==> config.mk <==
export PLATFORM = sky130hd
export DESIGN_NAME = skip_table_loader
export DESIGN_NICKNAME = d
export VERILOG_FILES = /design/src/rtl/skip_table_loader.sv
export SDC_FILE = /design/constraint.sdc
export NUM_CORES = 1
export LEC_CHECK = 0
export CORE_ASPECT_RATIO = 1.25
export CORE_UTILIZATION = 50
export CTS_CLUSTER_SIZE = 12
export DETAILED_ROUTE_END_ITERATION = 7
export PLACE_DENSITY_LB_ADDON = 0.05
export SETUP_SLACK_MARGIN = 0.1
export SYNTH_ARGS = -nofsm -noshare
export SYNTH_HDL_FRONTEND = slang
export SYNTH_SLANG_ARGS = --single-unit
==> constraint.sdc <==
create_clock -name ClockIn -period 2.5 [get_ports ClockIn]
set_input_delay 0.25 -clock ClockIn [delete_from_list [all_inputs] [get_ports ClockIn]]
set_output_delay 0.25 -clock ClockIn [all_outputs]
set_load 0.05 [all_outputs]
==> src/rtl/skip_table_loader.sv <==
// Turns load/invalidate/flush/allocate commands into ordered single-word writes
// for the fetch-stage skip table and PC CAM, and tracks which slots are occupied.
module skip_table_loader #(
  parameter int SKIP_TABLE_SIZE = 16,
  parameter int IDX_W           = $clog2(SKIP_TABLE_SIZE),
  parameter int BLOCK_IDX       = 0
) (
  input  logic                       ClockIn,
  input  logic                       AsyncResetIn,
  input  logic                       CmdValidIn,
  output logic                       CmdReadyOut,
  input  logic [1:0]                 CmdOpIn,
  input  logic [IDX_W-1:0]           CmdIdxIn,
  input  logic [31:0]                CmdPCIn,
  input  logic [31:0]                CmdEntryIn,
  output logic                       WriteEnOut,
  output logic [31:0]                WriteAddressOut,
  output logic [31:0]                WriteDataOut,
  output logic                       RespValidOut,
  output logic [IDX_W-1:0]           RespIdxOut,
  output logic                       RespErrOut,
  output logic [SKIP_TABLE_SIZE-1:0] OccupancyOut,
  output logic                       FullOut,
  output logic [2:0]                 DebugStateOut
);

  typedef enum logic [2:0] {
    IDLE = 3'd0,
    DIS  = 3'd1,
    PC   = 3'd2,
    ENT  = 3'd3,
    INV  = 3'd4,
    FLSH = 3'd5,
    RSP  = 3'd6
  } state_t;

  localparam logic [1:0] OP_LOAD  = 2'd0;
  localparam logic [1:0] OP_INVAL = 2'd1;
  localparam logic [1:0] OP_FLUSH = 2'd2;
  localparam logic [1:0] OP_ALLOC = 2'd3;

  localparam int               BLK_W     = 30 - IDX_W;
  localparam logic [BLK_W-1:0] BlockBits = BLK_W'(BLOCK_IDX);
  localparam logic [IDX_W-1:0] LastIdx   = IDX_W'(SKIP_TABLE_SIZE - 1);
  localparam logic [IDX_W-1:0] PenultIdx = IDX_W'(SKIP_TABLE_SIZE - 2);
  localparam logic [31:0]      ValidBit  = 32'h8000_0000;

  state_t                       state;
  logic [IDX_W-1:0]             idxQ;
  logic [31:0]                  pcQ;
  logic [31:0]                  entryQ;
  logic [IDX_W-1:0]             flushCnt;
  logic [IDX_W-1:0]             freeIdx;
  logic [SKIP_TABLE_SIZE-1:0]   occNext;
  logic                         accept;

  // Handshake: a command transfers on a rising edge where CmdValidIn && CmdReadyOut;
  // ready is only raised in IDLE, so inputs are don't-care while a sequence runs.
  assign accept        = (state == IDLE) && CmdReadyOut && CmdValidIn;
  assign DebugStateOut = state;

  function automatic logic [31:0] wrAddr(input logic [IDX_W-1:0] idx, input logic offset);
    return {BlockBits, 1'b0, idx, offset};
  endfunction

  always_comb begin
    freeIdx = '0;
    for (int i = SKIP_TABLE_SIZE - 1; i >= 0; i--) begin
      if (!OccupancyOut[i]) freeIdx = IDX_W'(i);
    end
  end

  // Occupancy moves on the same edge that launches the matching write.
  always_comb begin
    occNext = OccupancyOut;
    case (state)
      IDLE:    if (accept && CmdOpIn == OP_INVAL) occNext[CmdIdxIn] = 1'b0;
      PC:      occNext[idxQ] = 1'b1;
      FLSH:    if (flushCnt == PenultIdx) occNext = '0;
      default: ;
    endcase
  end

  always_ff @(posedge ClockIn or negedge AsyncResetIn) begin
    if (!AsyncResetIn) begin
      state           <= IDLE;
      idxQ            <= '0;
      pcQ             <= '0;
      entryQ          <= '0;
      flushCnt        <= '0;
      OccupancyOut    <= '0;
      FullOut         <= 1'b0;
      CmdReadyOut     <= 1'b0;
      WriteEnOut      <= 1'b0;
      WriteAddressOut <= '0;
      WriteDataOut    <= '0;
      RespValidOut    <= 1'b0;
      RespIdxOut      <= '0;
      RespErrOut      <= 1'b0;
    end else begin
      OccupancyOut <= occNext;
      FullOut      <= &occNext;
      CmdReadyOut  <= 1'b0;
      WriteEnOut   <= 1'b0;
      RespValidOut <= 1'b0;
      RespErrOut   <= 1'b0;
      case (state)
        IDLE: begin
          if (accept) begin
            pcQ    <= CmdPCIn;
            entryQ <= CmdEntryIn;
            idxQ   <= CmdIdxIn;
            case (CmdOpIn)
              OP_LOAD: begin
                state           <= DIS;
                WriteEnOut      <= 1'b1;
                WriteAddressOut <= wrAddr(CmdIdxIn, 1'b1);
                WriteDataOut    <= CmdEntryIn & ~ValidBit;
              end
              OP_ALLOC: begin
                if (FullOut) begin
                  state        <= RSP;
                  RespValidOut <= 1'b1;
                  RespErrOut   <= 1'b1;
                  RespIdxOut   <= '0;
                end else begin
                  idxQ            <= freeIdx;
                  state           <= DIS;
                  WriteEnOut      <= 1'b1;
                  WriteAddressOut <= wrAddr(freeIdx, 1'b1);
                  WriteDataOut    <= CmdEntryIn & ~ValidBit;
                end
              end
              OP_INVAL: begin
                state           <= INV;
                WriteEnOut      <= 1'b1;
                WriteAddressOut <= wrAddr(CmdIdxIn, 1'b1);
                WriteDataOut    <= '0;
              end
              default: begin
                state           <= FLSH;
                flushCnt        <= '0;
                WriteEnOut      <= 1'b1;
                WriteAddressOut <= wrAddr('0, 1'b1);
                WriteDataOut    <= '0;
              end
            endcase
          end else begin
            CmdReadyOut <= 1'b1;
          end
        end
        DIS: begin
          state           <= PC;
          WriteEnOut      <= 1'b1;
          WriteAddressOut <= wrAddr(idxQ, 1'b0);
          WriteDataOut    <= pcQ;
        end
        PC: begin
          // The valid bit lands last so a half-written entry never hits in the CAM.
          state           <= ENT;
          WriteEnOut      <= 1'b1;
          WriteAddressOut <= wrAddr(idxQ, 1'b1);
          WriteDataOut    <= entryQ | ValidBit;
        end
        ENT, INV: begin
          state        <= RSP;
          RespValidOut <= 1'b1;
          RespIdxOut   <= idxQ;
        end
        FLSH: begin
          if (flushCnt == LastIdx) begin
            state        <= RSP;
            RespValidOut <= 1'b1;
            RespIdxOut   <= LastIdx;
          end else begin
            flushCnt        <= flushCnt + 1'b1;
            WriteEnOut      <= 1'b1;
            WriteAddressOut <= wrAddr(flushCnt + 1'b1, 1'b1);
            WriteDataOut    <= '0;
          end
        end
        RSP: begin
          state       <= IDLE;
          CmdReadyOut <= 1'b1;
        end
        default: state <= IDLE;
      endcase
    end
  end

endmodule

==> impl_metrics.ini <==
[run_status]
status = completed

[detailed_routing]
ant_nets = 0
drt-initial-drc-count = 318
wire_per_inst_um = 17.6
drt_wl_total_um = 17800
drc = 0
vias_per_cell = 5.66
vias = 5743
first_pass_iters = 5

[yosys]
synth_compound_area_share_pct = 19.2
synth_xor_area_share_pct = 0.390
synthArstFlopShare_pct = 100
synth_top_family_by_area = compound AO/OA/AOI/OAI gates
yosysSeqAreaShare_pct = 50.5
yosysWarnings = 0
synth-seq-cells = 136
synth_top_area_cell = dfrtp_1
synth_fa_ha_area_share_pct = 1.30
synth_area_per_cell_um2 = 9.62
yosysTopAreaCellShare_pct = 50.5
syn_area_um2 = 6740
synthSimpleGateAreaFrac_pct = 14.5
synth_top_cells_by_area = dfrtp_1, mux2_2, o21ai_1
synth-edff-count = 0
synth_mux_area_share_pct = 5.66
synth.distinct_cells = 58
yosys_most_used_dff = dfrtp_1
synth_cells = 700

[timing]
fin_worst_skew_ns = 0.0106
rsz0062_at_grt = no
tightest_slew_ns = 0.729
setup_violations = 0
min_period_ns = 2.23
timing.final.crit_share_pct = 89.3
worst_slack_ns = 0.268
maxSlewViolCount = 0
max_freq_ghz = 0.448
hold_viol_final = 0
maxSlewHeadroom_pct = 51.4
fin_setup_tns_ns = 0

[clocking]
clock-root-buffer = clkbuf_16
insertion_delay_ns = 0.41
cts_max_level = 4
cts_buffers = 17
cts.sinks = 136
tritoncts = built
path_clk_slew_ns = 0.06
cts_setup_buffers = 0
clockBufferDepth = 2

[layout]
final_nets = 911
area_delta_synth_final_pct = 30.9
diodes = 0
final_cell_mix = dfrtp_1, clkdlybuf4s50_1, nand2_1
nFillCells = 1078
drive_gt1_share_pct = 11.6
final_common_cell = dfrtp_1
final_area_um2 = 8820
stdcell_count = 1015

[die]
die_area_um2 = 13900
die_h_um = 132
num_io_pins = 165
start_util_pct = 51.1
fp.dieW_um = 106
core_um2 = 13200
rows = 47

[setup_path]
worstPathCellList = buf_4, inv_2, o21ai_2, nor2_1, a221oi_1, o21ai_1
crit_required_ns = 2.78
rr_worst_depth = 6
cp-end-kind = flip-flop
path_class = flip-flop to flip-flop
r2r_start = DebugStateOut[0]$_DFFE_PN0P_
slowest_delay_ns = 0.60
r2r_end = WriteAddressOut[4]$_DFFE_PN0P_
r2r_setup_slack_ns = 0.27
critPathLaunchType = flip-flop
cp_slowest_cell = o21ai_2
worst-path-max-fanout = 14
arrival_ns = 2.51

[pwr]
finalPower_mw = 11.8
max-vdd-ir-drop_uv = 610
power.density_nw_per_um2 = 1330
leakagePower_nw = 3.82

[placement]
place_hpwl_um = 12100
place_ws_ns = 0.206
routabilityCongestion = 0.886
io_buffers = 136
placed_area_um2 = 8210
placedCellCount = 982

[worst_hold_path]
hp-class = input port to async pin

[global_route]
grt_max_degree = 66
grt_pass1_wl_um = 29600
grt_use_total_pct = 26.7
grt_pass1_vias = 5923
antenna_found_initial = 0
overflow = 0

[job]
max_cap_violations = 0
==> per-stage QoR <==
| step | util [%] | hold slack [ns] |
|---|---|---|
| floorplan | - | -0.0456 |
| CTS | 66.9 | 0.367 |
| detailed placement | 62.3 | 0.276 |
| global placement | 62.3 | 0.275 |
| finish | 67.0 | 0.376 |
| global route | 67.0 | 0.367 |
==> logic make-up after synthesis <==
logic type,after synthesis
XOR/XNOR,3
adder cells (fa/ha/maj),7
multiplexers,34
other,1
buffers and inverters,113
AO/OA/AOI/OAI,207
AND/OR/NAND/NOR,199
flip-flops,136
==> cells in the mapped netlist (all sizes together) (2+ instances only) <==
cell type and count:
nand4 8, a22o 2, a221oi 2, buf 44
a31oi 20, and2b 3, and3 4, dfrtp 136
a211oi 16, a21oi 13, nand3 8, or3 4
nor2b 36, a41oi 4, o21ai 108, o2111ai 2
nor2 29, nand2 88, o31ai 2, nor3 6
o221ai 32, mux2 33, nor3b 4, xnor2 2
clkbuf 27, ha 7, inv 41, nand2b 2
and2 2
==> critical path: cells and delay by family, from the launching register on <==
family	cells	cell delay (ns)
flip-flops	1	0.46
buffers and inverters	2	0.30
AO/OA/AOI/OAI	3	1.10
AND/OR/NAND/NOR	1	0.25
==> how the worst max path moves through the flow <==
stage                                 start                              to
3_3_place_gp                     CmdOpIn[1]               FullOut$_DFF_PN0_
3_5_place_dp                     CmdOpIn[1]               FullOut$_DFF_PN0_
4_1_cts        DebugStateOut[2]$_DFFE_PN0P_                DebugStateOut[2]
6_report       DebugStateOut[0]$_DFFE_PN0P_  WriteAddressOut[4]$_DFFE_PN0P_
5_1_grt        DebugStateOut[0]$_DFFE_PN0P_  WriteAddressOut[4]$_DFFE_PN0P_
2_1_floorplan  DebugStateOut[0]$_DFFE_PN0P_  WriteAddressOut[2]$_DFFE_PN0P_
==> sequential cells by signal, summed over array words and instances, names as in the netlist <==
register	flops
RespValidOut	1
WriteEnOut	1
OccupancyOut	16
DebugStateOut	3
idxQ	4
CmdReadyOut	1
FullOut	1
entryQ	31
flushCnt	4
pcQ	32
RespIdxOut	4
WriteAddressOut	5
WriteDataOut	32
RespErrOut	1
==> repair_timing <==
action	4_1_cts	5_1_grt
gates resized for setup	0	1
endpoints found under the hold margin	60	0
hold buffers	1	0
endpoints found under the setup margin	0	1
==> where the power goes <==
group | switching [mW] | internal (mW)
Combinational | 3.53 | 2.00
Clock | 0.966 | 1.53
Sequential | 0.576 | 3.15
Total | 5.07 | 6.69
==> area by class of cell <==
type | count | area (um^2) | area share (%)
flip-flops and latches | 136 | 3400 | 38.6
multi-input cells | 477 | 2870 | 32.5
repair buffers | 157 | 1580 | 17.9
clock buffers | 19 | 453 | 5.13
well taps | 171 | 214 | 2.43
inverters | 42 | 159 | 1.80
clock inverters | 13 | 146 | 1.66
==> metal layers <==
metal	vias to the layer above	global-route usage, %	wire length [um]
met2	220	43.7	8750
met3	33	4.70	951
met4	0	9.88	385
li1	2688	-	-
met5	-	0	0
met1	2802	35.7	7740
No activity file was read; power rests on OpenSTA's default activity.
